File: config.mk
export PLATFORM = sky130hd
export DESIGN_NAME = param_report_tx
export DESIGN_NICKNAME = d
export VERILOG_FILES = /design/src/rtl/param_report_tx.sv
export SDC_FILE = /design/constraint.sdc
export NUM_CORES = 1
export LEC_CHECK = 0
export ABC_AREA = 1
export BUFFER_PORTS_ARGS = -buffer_cell sky130_fd_sc_hd__buf_2
export CELL_PAD_IN_SITES_DETAIL_PLACEMENT = 1
export CELL_PAD_IN_SITES_GLOBAL_PLACEMENT = 2
export CORE_MARGIN = 8
export CORE_UTILIZATION = 32
export CTS_CLUSTER_DIAMETER = 150
export DETAILED_ROUTE_END_ITERATION = 16
export HOLD_SLACK_MARGIN = 0.03
export PLACE_DENSITY_LB_ADDON = 0.1
export RECOVER_POWER = 100
export SYNTH_ARGS = -nofsm -noshare
export SYNTH_HDL_FRONTEND = slang
export SYNTH_SLANG_ARGS = --single-unit
File: constraint.sdc
create_clock -name i_clk -period 2.15 [get_ports i_clk]
set_input_delay 0.215 -clock i_clk [delete_from_list [all_inputs] [get_ports i_clk]]
set_output_delay 0.215 -clock i_clk [all_outputs]
set_load 0.005 [all_outputs]
File: src/rtl/param_report_tx.sv
// Parameter-report transmitter: sends SOF, X, Y, Z, NAME and an XOR checksum
// as a byte stream so a collector can confirm the parameters this instance received.
module param_report_tx #(
  parameter int                      X          = 3,
  parameter int                      Y          = 2,
  parameter int                      Z          = 1,
  parameter int                      NAME_LEN   = 8,
  parameter logic [NAME_LEN*8-1:0]   NAME       = "DEFAULT",
  parameter bit                      AUTO_START = 1'b1
) (
  input  logic       i_clk,
  input  logic       i_rst,
  input  logic       i_start,
  output logic       o_out_valid,
  input  logic       i_out_ready,
  output logic [7:0] o_out_data,
  output logic       o_out_last,
  output logic       o_busy,
  output logic [7:0] o_frame_cnt
);

  // state  | meaning
  // IDLE   | no frame in progress, waiting for start or auto-start
  // HDR    | presenting SOF byte
  // BODY   | presenting X, Y, Z and NAME bytes, r_idx selects the byte
  // CSUM   | presenting checksum byte with out_last
  typedef enum logic [1:0] {S_IDLE, S_HDR, S_BODY, S_CSUM} state_t;

  localparam int                          BODY_BYTES = 12 + NAME_LEN;
  localparam int                          IW         = $clog2(BODY_BYTES);
  localparam logic [IW-1:0]               LAST_IDX   = IW'(BODY_BYTES - 1);
  localparam logic [7:0]                  SOF        = 8'hA5;
  localparam logic [BODY_BYTES*8-1:0]     BODY_VEC   = {32'(X), 32'(Y), 32'(Z), NAME};

  state_t        r_state;
  state_t        w_state_nx;
  logic [IW-1:0] r_idx;
  logic [7:0]    r_csum;
  logic [7:0]    r_frame_cnt;
  logic          r_auto_pend;
  logic          w_go;
  logic          w_hs;
  logic [7:0]    w_body [BODY_BYTES];

  // Body bytes in transmit order: most significant byte of the packed vector first.
  for (genvar g = 0; g < BODY_BYTES; g++) begin : g_body
    assign w_body[g] = BODY_VEC[(BODY_BYTES-1-g)*8 +: 8];
  end

  assign w_go        = i_start | r_auto_pend;
  assign w_hs        = o_out_valid & i_out_ready;
  assign o_frame_cnt = r_frame_cnt;

  always_comb begin
    w_state_nx  = r_state;
    o_out_valid = 1'b0;
    o_out_data  = 8'h00;
    o_out_last  = 1'b0;
    o_busy      = 1'b0;
    case (r_state)
      S_IDLE: begin
        if (w_go) w_state_nx = S_HDR;
      end
      S_HDR: begin
        o_out_valid = 1'b1;
        o_busy      = 1'b1;
        o_out_data  = SOF;
        if (i_out_ready) w_state_nx = S_BODY;
      end
      S_BODY: begin
        o_out_valid = 1'b1;
        o_busy      = 1'b1;
        o_out_data  = w_body[r_idx];
        if (i_out_ready && (r_idx == LAST_IDX)) w_state_nx = S_CSUM;
      end
      S_CSUM: begin
        o_out_valid = 1'b1;
        o_busy      = 1'b1;
        o_out_data  = r_csum;
        o_out_last  = 1'b1;
        if (i_out_ready) w_state_nx = S_IDLE;
      end
      default: w_state_nx = S_IDLE;
    endcase
  end

  always_ff @(posedge i_clk or posedge i_rst) begin
    if (i_rst) begin
      r_state     <= S_IDLE;
      r_idx       <= '0;
      r_csum      <= 8'h00;
      r_frame_cnt <= 8'h00;
      r_auto_pend <= AUTO_START;
    end else begin
      r_state     <= w_state_nx;
      // Only the first cycle after reset release can see the pending auto-start.
      r_auto_pend <= 1'b0;
      if ((r_state == S_IDLE) && w_go) begin
        r_csum <= 8'h00;
        r_idx  <= '0;
      end else if (w_hs && (r_state != S_CSUM)) begin
        r_csum <= r_csum ^ o_out_data;
      end
      if (w_hs && (r_state == S_BODY)) begin
        r_idx <= (r_idx == LAST_IDX) ? '0 : r_idx + 1'b1;
      end
      if (w_hs && (r_state == S_CSUM)) begin
        r_frame_cnt <= r_frame_cnt + 8'd1;
      end
    end
  end

endmodule

### Yosys cells after proc, flatten, opt, wreduce, memory -nomap -nowiden

Memories as Yosys holds them, arrays and structs flattened.
Cells that the tools add are included.

* flip-flop bits (word level): 24
* memory bits (read-only): 256
* output and inout bits: 19
* memories: 1

* add/subtract/negate cells: 2
* $lt $le $gt $ge: 1
* equal/unequal tests: 9
* muxes and demuxes: 15
* bitwise gates (word level): 4
* reduce and logical (&&, ||, !) cells: 10

Memories
* (no name shown): depth 32, bits a word 8, read ports 1, clocked after Yosys merged registers in 0, write ports 0, line 73 `o_out_data = w_body[r_idx];`

Operator list (count)
* two-way mux 8 bit: 4
* case mux 8 bit (3 select lines): 1
* two-way mux 5 bit: 3
* inequality test 2 bit, second input constant: 5
* adder 8 x 1 -> 8 bit, second input constant: 1
* two-way mux 2 bit: 4
* case mux 2 bit (4 select lines): 1
* bitwise XOR 8 bit: 1
* >= comparator 6 bit, second input constant: 1
* NOT 5 -> 6 bit: 1
* adder 5 x 1 -> 5 bit, second input constant: 1
* equality test 5 bit, second input constant: 1
* logical AND 1 bit: 5
* equality test 2 bit, second input constant: 2
* AND reduction 4 bit: 1
* nonzero test 2 bit: 2
* OR reduction 3 bit: 1
* equality test 2 x 1 -> 1 bit, second input constant: 1
* zero test 2 bit: 1
* two-way mux 1 bit: 2
* bitwise AND 1 bit: 1
* bitwise OR 1 bit: 1

### Logic depth before layout (Yosys ltp)

Gate-level depths: netlist of the first run.

* depth in word-level cells: 8
* gate-level depth with buffers: 11
* depth with buffers taken out: 11

### Least setup slack after synthesis of the first run

OpenSTA, ideal clock, no wires.

* kind: reg-to-reg
* start: reg r_state[1]
* end: reg r_csum[6]
* setup time: 0.123 ns
* arrival: 1.406 ns
* setup slack: 0.621 ns
* stages on the path, launching flop included: 10
* buffers on the path: 1
* period minus slack after synthesis: 1.529 ns
* cell sequence: dfrtp_1 inv_1 ha_1 buf_2 inv_2 nand3_1 inv_1 nand2_1 o21ai_0 a21oi_1

* cells in the longest elaborated chain, start to end: 6
* elaborated cells on any way between the ends: 15

Ends and longest elaborated chain
* start, declared: line 35 `state_t r_state;`
* start signal, assigned: line 95 `r_state <= w_state_nx;`
* equality test 2 bit or equality test 2 x 1 -> 1 bit (tied branches)
* OR reduction 3 bit (no source line) (*)
* two-way mux 1 bit (*)
* via o_busy: line 18 `output logic o_busy,`
* bitwise AND 1 bit (*): line 51 `assign w_hs = o_out_valid & i_out_ready;`
* logical AND 1 bit (*): line 101 `end else if (w_hs && (r_state != S_CSUM)) begin`
* nonzero test 2 bit (no source line) (*)
* end signal, assigned: line 102 `r_csum <= r_csum ^ o_out_data;`
* end, declared: line 38 `logic [7:0] r_csum;`

The timed path passes the listed nets; every way through them passes the cells marked *. The select of a mux whose other input is x is not followed.
A chain may end at the register's enable or synchronous reset.

### Final worst setup path of the first run

* start: reg r_idx[0]
* end: out o_out_data[1]

* cells in the longest elaborated chain, start to end: 5

Ends and longest elaborated chain
* start, declared: line 37 `logic [IW-1:0] r_idx;`
* start signal, assigned: line 105 `r_idx <= (r_idx == LAST_IDX) ? '0 : r_idx + 1'b1;`
* NOT 5 -> 6 bit (not written as such): line 73
* memory read (32 x 8 bit)
* two-way mux 8 bit (not written as such) (2 in a row): line 73
* case mux 8 bit (3 select lines): line 60 `case (r_state)`
* end, declared: line 16 `output logic [7:0] o_out_data,`

No other way between the ends. The select of a mux whose other input is x is not followed.

==> run_results.csv, run 1 <==
group,metric,value,unit
clock_network,clk_latency,0.27,ns
floorplan,rows,24,
worst_hold_path,hp-class,"input pin to register",
clock_network,htree_levels,1,
route,viasPerCell,4.78,
worst_hold_path,hold_end,"o_frame_cnt[0]",
timing,setup-tns-final,0,ns
timing,worst_pin_slew,0.673,ns
place,portBuffers,22,
global_routing,grtUsageTotal,12.2,%
clock_network,cts_tree,"done",
setup_path,r2r_cells,9,
finish,area_growth,15.2,%
setup_path,r2r_start,"r_state[1]",
yosys,synth_edf_count,0,
clock_network,numClockSinks,24,
timing,fmax,515,MHz
setup_path,worstPathArrival,1.73,ns
timing,min_period_over_period,90.3,%
clock_network,cts_buffers,3,
floorplan,die_area,0.00686,mm2
global_routing,grt_pass1_vias,1364,
yosys,synth_area_leader_cell,"dfrtp_1",
place,gp_congestion,0.825,
power_and_ir_drop,ir_drop,0.427,mV
power_and_ir_drop,p_switching,812,uW
yosys,synth_top_area_share,40.3,%
setup_path,cp.required,1.93,ns
finish,fin_nets,223,
setup_path,cp_max_fo,6,
finish,post-route-util,38.0,%
power_and_ir_drop,pwr-share-comb,42.5,%
setup_path,path_common_cell,"ha_1",
setup_path,crit_path_top_delay_cell,"dfrtp_1",
global_routing,overflow,0,
route,wl_per_cell,14.4,um
floorplan,ios,23,
clock_network,clk_pin_slew,0.08,ns
setup_path,critPathBufInv,1,
clock_network,cts_buffer_depth,2,
worst_hold_path,worstHoldPathCells,3,
power_and_ir_drop,pwr-share-seq,36.8,%
yosys,synth-main-ff-cell,"dfrtp_1",
yosys,syn_inst,182,
clock_network,cts_setup_buffers,0,
yosys,synthArstFlopShare,100,%
global_routing,grt_antenna_before_repair,0,
setup_path,cp_cell_sequence,"ha_1, ha_1, nand2_1, o21ai_0, nand3_1, a21oi_1, clkbuf_1",
timing,period_needed,1.94,ns
worst_hold_path,min-delay-start,"i_out_ready",
run,drv_cap,0,
route,vias,1244,
timing,final_max_slew_viol_count,0,
global_routing,grt_pass1_wl,6.55,mm
floorplan,die_x,82.8,um
global_routing,grt_max_degree,15,
yosys,synth-warning-count,0,
setup_path,r2r-end,"r_csum[5]",
yosys,avgSynthCellArea,7.84,um2
floorplan,placeableCoreArea,0.00432,mm2
yosys,ys_types,25,
yosys,synthTopCellsByCount,"nand2_1 (42), inv_1 (29), dfrtp_1 (23), a21oi_1 (14)",
setup_path,cp-start-kind,"register",
timing,finalHoldViolCount,0,
timing,rsz0062_at_grt,"no",
yosys,synth_area,0.00143,mm2
setup_path,slowest_delay,0.45,ns
yosys,yosysMostFrequentCell,"nand2_1",
power_and_ir_drop,switching_share,42.1,%
power_and_ir_drop,leakage,0.000865,uW
setup_path,worstSetupEndpointType,"output port",
yosys,synth_nets,196,
yosys,ys_seq_area_share,42.2,%
setup_path,criticalPathCategory,"register to output port",
timing,final-setup-viol-count,0,
yosys,synth_seq_cells,24,
route,ant_nets,0,
place,dp_hpwl,3.05,mm
finish,diodes,0,
route,drt_wl_total,3.74,mm
outcome,status,"complete, no violations",
route,drc,0,
power_and_ir_drop,power_density,1170,mW/mm2
clock_network,root_buffer,"clkbuf_8",
timing,max-slew-margin-rel,55.1,%
setup_path,crit_family,"flip-flops",
finish,layout-drive-gt1-share,9.13,%
power_and_ir_drop,p_clk_share,20.7,%
floorplan,die_h,82.8,um
setup_path,r2r_setup_slack,0.28,ns
floorplan,initial_core_util,33.0,%
route,first_pass_iters,2,
yosys,synth_area_leaders,"dfrtp_1 (40%), nand2_1 (11%), ha_1 (8.8%)",
route,drtIter0Drc,38,
power_and_ir_drop,p_int,1120,uW
timing,worst_clock_skew,0.00527,ns
tightest hold or removal path, cell delays in order:
cell and delay [ns]:
buf_2 0.12, nand2_1 0.14, xor2_1 0.09
through the flow:
step	setup WS (ns)	area, um2	power, uW	hold WS (ns)	instances
2_1_floorplan	0.621	1430	1260	0.229	182
3_5_place_dp	0.293	1600	1590	0.312	255
5_1_grt	0.0107	1640	2120	0.378	260
3_3_place_gp	0.399	1600	1540	0.293	255
4_1_cts	0.145	1680	2000	0.320	260
6_report	0.208	1640	1930	0.339	260
how the worst max path moves through the flow:
stage          startpoint            end  slack (ns)  depth (start not counted)
2_1_floorplan  r_state[1]      r_csum[6]        0.62                          9
3_3_place_gp   r_state[1]      r_csum[5]        0.40                          9
3_5_place_dp   r_state[1]      r_csum[5]        0.29                          9
4_1_cts        r_state[0]  o_out_data[3]        0.14                          7
5_1_grt        r_state[1]      r_csum[5]        0.01                          9
6_report         r_idx[0]  o_out_data[1]        0.21                          7
per-layer routing:
| layer | wire length (um) | up-vias | GRT usage, % |
|---|---|---|---|
| li1 | - | 624 | - |
| met4 | 32 | 0 | 3.10 |
| met1 | 1720 | 603 | 15.4 |
| met2 | 1930 | 13 | 21.4 |
| met5 | 0 | - | 0 |
| met3 | 63 | 4 | 1.62 |
cell usage in the layout, fill, tap and decap left out:
cell           Yosys  layout
ha_2               0       1
nor2_1            10      10
dfrtp_1           23      23
inv_2              3       1
a21oi_1           14      14
ha_1              10       9
dlygate4sd3_1      0       1
o21ai_2            1       1
conb_1             1       1
o22ai_1            2       2
o211ai_1           1       1
xor2_1             6       6
buf_2              1      11
nand3_1           12      13
nor3b_1            1       2
xnor2_1            2       2
nand4_1            2       2
inv_1             29      31
nand2_1           42      44
clkbuf_1           0      12
nor3_1             3       4
o21ai_0           12      12
clkbuf_8           0       3
dfstp_2            1       1
bufinv_16          0       1
layout make-up:
type	instances	area, um2
multi-input cells	124	676
clock inverters	1	30.0
well taps	52	65.1
inverters	32	120
flip-flops and latches	24	602
clock buffers	3	41.3
repair buffers	24	110
fillers	557	2680
power groups by stage:
stage | clock, uW | sequential [uW] | combinational, uW
6_report | 400 | 709 | 820
5_1_grt | 425 | 733 | 960
3_3_place_gp | 0 | 704 | 835
4_1_cts | 414 | 711 | 874
2_1_floorplan | 0 | 690 | 574
3_5_place_dp | 0 | 718 | 869
flip-flops by register name (all words and copies together) (netlist names):
name,flops
o_frame_cnt,8
r_csum,8
r_idx,5
r_state,2
r_auto_pend,1
timing repair:
action / CTS / global route
gates resized for setup: 0 / 1
endpoints found under the hold margin: 13 / 0
setup endpoints to repair: 0 / 2
hold buffers: 1 / 0
cell families after synthesis:
kind of cell / after synthesis / synth area share, %
flops: 24 / 42.2
fa+ha+maj: 10 / 8.76
xor+xnor: 8 / 4.91
other cells: 1 / 0.263
buf+inv: 34 / 9.29
compound gates: 30 / 11.1
simple gates: 75 / 23.5
No activity file was read; power rests on OpenSTA's default activity.
==> run 2: changes to the inputs <==
--- a/config.mk
+++ b/config.mk
@@ -9,6 +9,7 @@
 export BUFFER_PORTS_ARGS = -buffer_cell sky130_fd_sc_hd__buf_2
 export CELL_PAD_IN_SITES_DETAIL_PLACEMENT = 1
 export CELL_PAD_IN_SITES_GLOBAL_PLACEMENT = 2
+export CORE_ASPECT_RATIO = 1.1
 export CORE_MARGIN = 8
 export CORE_UTILIZATION = 32
 export CTS_CLUSTER_DIAMETER = 150
==> run 2 against run 1 <==
- cell area fell by 0.99%
- fmax fell by 0.39%
- total power fell by 4.0%
- register-to-register slack barely moved
- flip-flop and latch count did not move
- die area barely moved
- routed wire length rose by 0.16%
- critical endpoint unchanged
==> run_results.csv, run 2 (synthesis gave the netlist of run 1 again) <==
group,metric,value,unit
route,wl_per_cell,14.3,um
route,first_pass_iters,4,
setup_path,slowest_delay,0.45,ns
clock_network,cts_setup_buffers,0,
power_and_ir_drop,p_int,1030,uW
route,drtIter0Drc,70,
setup_path,criticalPathCategory,"register to output port",
setup_path,crit_path_top_delay_cell,"dfrtp_1",
timing,worst_clock_skew,0.00473,ns
power_and_ir_drop,power_density,1140,mW/mm2
finish,fin_nets,223,
route,viasPerCell,4.90,
timing,min_period_over_period,90.7,%
floorplan,die_area,0.00686,mm2
global_routing,grt_antenna_before_repair,0,
power_and_ir_drop,leakage,0.000842,uW
finish,layout_common_cells,"nand2_1 (44), inv_1 (31), dfrtp_1 (23)",
power_and_ir_drop,switching_share,44.6,%
global_routing,grtUsageTotal,12.2,%
global_routing,overflow,0,
global_routing,grt_max_degree,25,
setup_path,worstPathArrival,1.73,ns
route,drt_wl_total,3.75,mm
setup_path,cp.required,1.93,ns
setup_path,cp_cell_sequence,"ha_1, ha_1, nand2_1, o21ai_0, nand3_1, a21oi_1, clkbuf_1",
finish,stdcell_count,262,
timing,max-slew-margin-rel,8.61,%
clock_network,numClockSinks,24,
finish,area_growth,14.0,%
setup_path,cp_max_fo,6,
power_and_ir_drop,ir_drop,0.504,mV
global_routing,grt_pass1_wl,6.77,mm
finish,regArea,602,um2
timing,finalHoldViolCount,0,
clock_network,cts_buffer_depth,2,
place,portBuffers,22,
floorplan,die_x,79.7,um
route,drc,0,
timing,rsz0062_at_grt,"no",
power_and_ir_drop,pwr-share-seq,38.5,%
power_and_ir_drop,p_clk_share,17.1,%
floorplan,ios,23,
worst_hold_path,hp-class,"input pin to register",
clock_network,cts_buffers,3,
route,ant_nets,0,
finish,fillers,544,
setup_path,cp-start-kind,"register",
finish,layout-drive-gt1-share,7.69,%
place,place_inst,257,
setup_path,worstSetupEndpointType,"output port",
global_routing,grt_pass1_vias,1424,
floorplan,initial_core_util,33.3,%
floorplan,rows,25,
clock_network,cts_tree,"done",
timing,setup-tns-final,0,ns
route,vias,1284,
power_and_ir_drop,pwr-share-comb,44.4,%
outcome,status,"complete, no violations",
place,place_area,0.00160,mm2
timing,final_max_slew_viol_count,0,
timing,hold_ws,0.340,ns
floorplan,placeableCoreArea,0.00429,mm2
setup_path,path_common_cell,"ha_1",
floorplan,die_h,86.1,um
run,drv_cap,0,
timing,final-setup-viol-count,0,
timing,fmax,513,MHz
timing,period_needed,1.95,ns
finish,multiInputGateArea,678,um2
finish,final_common_cell,"nand2_1",
power_and_ir_drop,p_switching,825,uW
clock_network,htree_levels,1,
timing,worst_pin_slew,1.37,ns
finish,post-route-cell-area,0.00163,mm2
place,gp_congestion,0.818,
finish,post-route-util,38.0,%
clock_network,root_buffer,"clkbuf_8",
finish,diodes,0,
clock_network,clk_pin_slew,0.09,ns
place,dp_hpwl,2.98,mm
clock_network,clk_latency,0.27,ns
## run 2: cell types whose count changed in the layout (fill, tap and decap cells not counted)
| cell | change |
|---|---|
| clkbuf_1 | +4 |
| clkbuf_8 | +1 |
| ha_1 | -1 |
| bufinv_16 | -1 |
| buf_2 | -4 |
| ha_2 | +1 |
## run 2: metrics by stage
| stage | setup WS (ns) | power (uW) |
|---|---|---|
| 4_1_cts | 0.135 | 1920 |
| 3_5_place_dp | 0.292 | 1590 |
| 3_3_place_gp | 0.406 | 1540 |
| 2_1_floorplan | 0.621 | 1260 |
| 5_1_grt | 0.0218 | 2050 |
| 6_report | 0.200 | 1850 |
## run 2: layer usage
| layer | global-route usage [%] | routed length (um) | up-vias |
|---|---|---|---|
| li1 | - | - | 626 |
| met1 | 14.2 | 1660 | 631 |
| met2 | 21.5 | 1880 | 23 |
| met3 | 3.14 | 171 | 4 |
| met4 | 3.04 | 37 | 0 |
| met5 | 0 | 0 | - |
## run 2: timing repair
| action | CTS | global route |
|---|---|---|
| hold buffers | 1 | 0 |
| gates resized for setup | 0 | 2 |
| endpoints found under the hold margin | 23 | 0 |
| endpoints found under the setup margin | 0 | 2 |
## run 2: final cells by class
| cell class | instances | area share (%) |
|---|---|---|
| timing repair buffer | 24 | 6.46 |
| inverter | 32 | 7.38 |
| tap | 54 | 4.15 |
| multi-input combinational | 124 | 41.7 |
| clock buffer | 4 | 3.38 |
| sequential | 24 | 37.0 |
## run 2: power by group through the flow
stage / logic, uW / registers [uW] / clock network, uW
floorplan: 574 / 690 / 0
global placement: 836 / 704 / 0
detailed placement: 869 / 719 / 0
CTS: 875 / 712 / 337
global route: 966 / 737 / 344
finish: 823 / 713 / 317
## run 2: path summary, 6_finish.rpt
path,endpoint,slack [ns],start,depth (start not counted)
max in group asynchronous,r_idx[2],0.40,i_rst,4
max reg2reg,r_csum[5],0.29,r_state[1],9
min in group asynchronous,o_frame_cnt[7],0.94,i_rst,4
min,o_frame_cnt[0],0.34,i_out_ready,3
max,o_out_data[1],0.20,r_idx[0],7
min reg2reg,r_csum[1],0.47,r_csum[1],1
## run 2: worst max-delay path, delay by kind of cell (launching register included)
kind / cells / cell delay [ns]
AOI/OAI and AO/OA: 2 / 0.24
adders and majority gates: 2 / 0.47
buffers and inverters: 1 / 0.14
DFF: 1 / 0.45
and+or+nand+nor: 2 / 0.17
==> run 3: changes to the inputs <==
--- a/config.mk
+++ b/config.mk
@@ -11,7 +11,7 @@
 export CELL_PAD_IN_SITES_GLOBAL_PLACEMENT = 2
 export CORE_ASPECT_RATIO = 1.1
 export CORE_MARGIN = 8
-export CORE_UTILIZATION = 32
+export CORE_UTILIZATION = 29
 export CTS_CLUSTER_DIAMETER = 150
 export DETAILED_ROUTE_END_ITERATION = 16
 export HOLD_SLACK_MARGIN = 0.03
==> constraint.sdc (replaced) <==
create_clock -name i_clk -period 1.7 [get_ports i_clk]
set_input_delay 0.17 -clock i_clk [delete_from_list [all_inputs] [get_ports i_clk]]
set_output_delay 0.17 -clock i_clk [all_outputs]
set_load 0.005 [all_outputs]
==> run 3 against run 2 <==
- the flow now finishes with violations (negative setup slack)
- die area increased by 8.3%
- worst setup slack got worse by 0.24 ns
- sequential share of layout area decreased by 5.7 points
- clock power increased by 63%
- via count increased by 2.3%
- clock skew decreased by 0.0030 ns
- sequential power increased by 25%
- routed wire length increased by 12%
- largest power group unchanged
- highest routed layer unchanged
==> run_results.csv, run 3 (synthesis gave the netlist of run 1 again) <==
group,metric,value,unit
global_routing,overflow,0,
route,route.met2.wl,2.06,mm
clock_network,clk_pin_slew,0.09,ns
clock_network,numClockSinks,24,
place,dp_hpwl,3.17,mm
global_routing,grt_max_degree,25,
clock_network,cts_tree,"done",
setup_path,cp_max_fo,4,
outcome,status,"finished, violations left",
clock_network,clk_latency,0.27,ns
route,drtIter0Drc,36,
setup_path,crit_path_top_delay_cell,"dfrtp_1",
outcome,violations,"negative setup slack",
route,drc,0,
power_and_ir_drop,ir_drop,0.586,mV
place,dp_slack,-0.0279,ns
timing,period_needed,1.74,ns
global_routing,grt_pass1_vias,1437,
floorplan,die_x,82.9,um
clock_network,cts_buffers,3,
setup_path,cp.required,1.53,ns
worst_hold_path,hp-class,"input pin to register",
power_and_ir_drop,leakage,0.000993,uW
floorplan,die_area,0.00743,mm2
timing,min_period_over_period,102,%
clock_network,cts_buffer_depth,2,
global_routing,grt_antenna_before_repair,0,
route,first_pass_iters,4,
clock_network,root_buffer,"clkbuf_8",
route,highest_layer,"met4",
timing,finalHoldViolCount,0,
setup_path,crit_family,"flip-flops",
place,gp_congestion,0.810,
finish,diodes,0,
power_and_ir_drop,power_density,1530,mW/mm2
setup_path,critPathLaunch,"r_idx[0]",
route,wl_per_cell,14.8,um
setup_path,worstPathArrival,1.57,ns
timing,worst_clock_skew,0.00175,ns
setup_path,slowest_delay,0.43,ns
finish,layout_common_cells,"nand2_1 (41), inv_1 (25), dfrtp_1 (21)",
global_routing,grt_pass1_wl,6.97,mm
setup_path,cp-start-kind,"register",
place,place_inst,268,
setup_path,r2r_start,"r_state[0]",
finish,post-route-util,41.3,%
power_and_ir_drop,power.total,2950,uW
timing,worst_pin_slew,0.629,ns
route,dr_wl_met3,131,um
finish,final_common_cell,"nand2_1",
timing,final_max_slew_viol_count,0,
setup_path,cp_cell_sequence,"buf_6, inv_6, ha_4, inv_2, nand4_1, nand2_1, nand2_1, nand3_2, buf_2",
finish,area_growth,35.5,%
clock_network,htree_levels,1,
floorplan,die_h,89.6,um
timing,max-slew-margin-rel,58.1,%
finish,stdcell_count,283,
timing,fmax,576,MHz
floorplan,rows,26,
worst_hold_path,min-delay-start,"i_out_ready",
floorplan,placeableCoreArea,0.00468,mm2
route,met1Wirelength,1.93,mm
floorplan,initial_core_util,30.5,%
run,drv_cap,0,
place,portBuffers,22,
route,drt_wl_total,4.20,mm
setup_path,criticalPathCategory,"register to output port",
floorplan,ios,23,
setup_path,worstSetupEndpointType,"output port",
setup_path,critPathBufInv,4,
setup_path,path_common_cell,"nand2_1",
timing,setup-tns-final,-0.0843,ns
finish,layout-drive-gt1-share,30.0,%
timing,worst_slack,-0.0371,ns
timing,final-setup-viol-count,3,
global_routing,grtUsageTotal,11.7,%
timing,rsz0062_at_grt,"yes",
route,viasPerCell,4.64,
route,ant_nets,0,
finish,fin_nets,242,
route,vias,1313,
==> run 3: changes by cell type in the layout (fill, tap and decap cells not counted), moves of 4 or more <==
cell,delta
inv_1,-6
inv_2,+4
clkbuf_1,-10
buf_2,+10
ha_4,+6
ha_1,-5
buf_4,+15
==> run 3: path summary, 6_finish.rpt <==
path                                  endpoint  slack (ns)  cells after the start
worst min-delay path            o_frame_cnt[0]        0.30                      3
min in group asynchronous            r_csum[5]        0.59                      4
worst min register to register       r_csum[1]        0.47                      1
max in group asynchronous             r_idx[2]        0.66                      4
worst max register to register  o_frame_cnt[7]        0.02                      9
worst max-delay path             o_out_data[2]       -0.04                      9
==> run 3: stage by stage <==
stage / instance area, um2 / hold slack (ns)
floorplan: 1430 / 0.184
global route: 1930 / 0.319
CTS: 1860 / 0.274
global placement: 1670 / 0.233
finish: 1930 / 0.305
detailed placement: 1670 / 0.239
==> run 3: layout make-up <==
type,count,area (um2)
clock buffers,3,41.3
clock inverters,1,30.0
fillers,591,2750
inverters,32,128
multi-input cells,124,792
flip-flops and latches,24,604
well taps,56,70.1
repair buffers,43,269
==> run 3: where the power goes <==
| group | total [uW] | leakage (uW) | switching (uW) | internal (uW) |
|---|---|---|---|---|
| sequential | 892 | 0.000308 | 156 | 736 |
| clock | 517 | 0.0000357 | 202 | 315 |
| combinational | 1540 | 0.000648 | 862 | 683 |
==> run 3: worst reg2reg max path: stages (launching register included) <==
cell	delay [ns]
dfrtp_1	0.38
buf_4	0.14
ha_4	0.17
nand2_1	0.14
nor3_1	0.30
nand2_1	0.11
inv_2	0.09
nand3_2	0.07
xor2_1	0.14
inv_1	0.05
==> run 3: what timing repair did <==
item | in CTS | in global routing
resized for setup | 23 | 16
setup buffers | 3 | 7
endpoints found under the setup margin | 11 | 14
hold buffers | 1 | 0
cloned | 0 | 0
hold endpoints to repair | 23 | 0
pin swaps | 4 | 8
==> run 3: per-layer routing <==
layer	global-route usage [%]	vias to the layer above
li1	-	665
met1	13.6	620
met2	20.2	22
met3	2.26	6
met4	5.91	0
met5	0	-
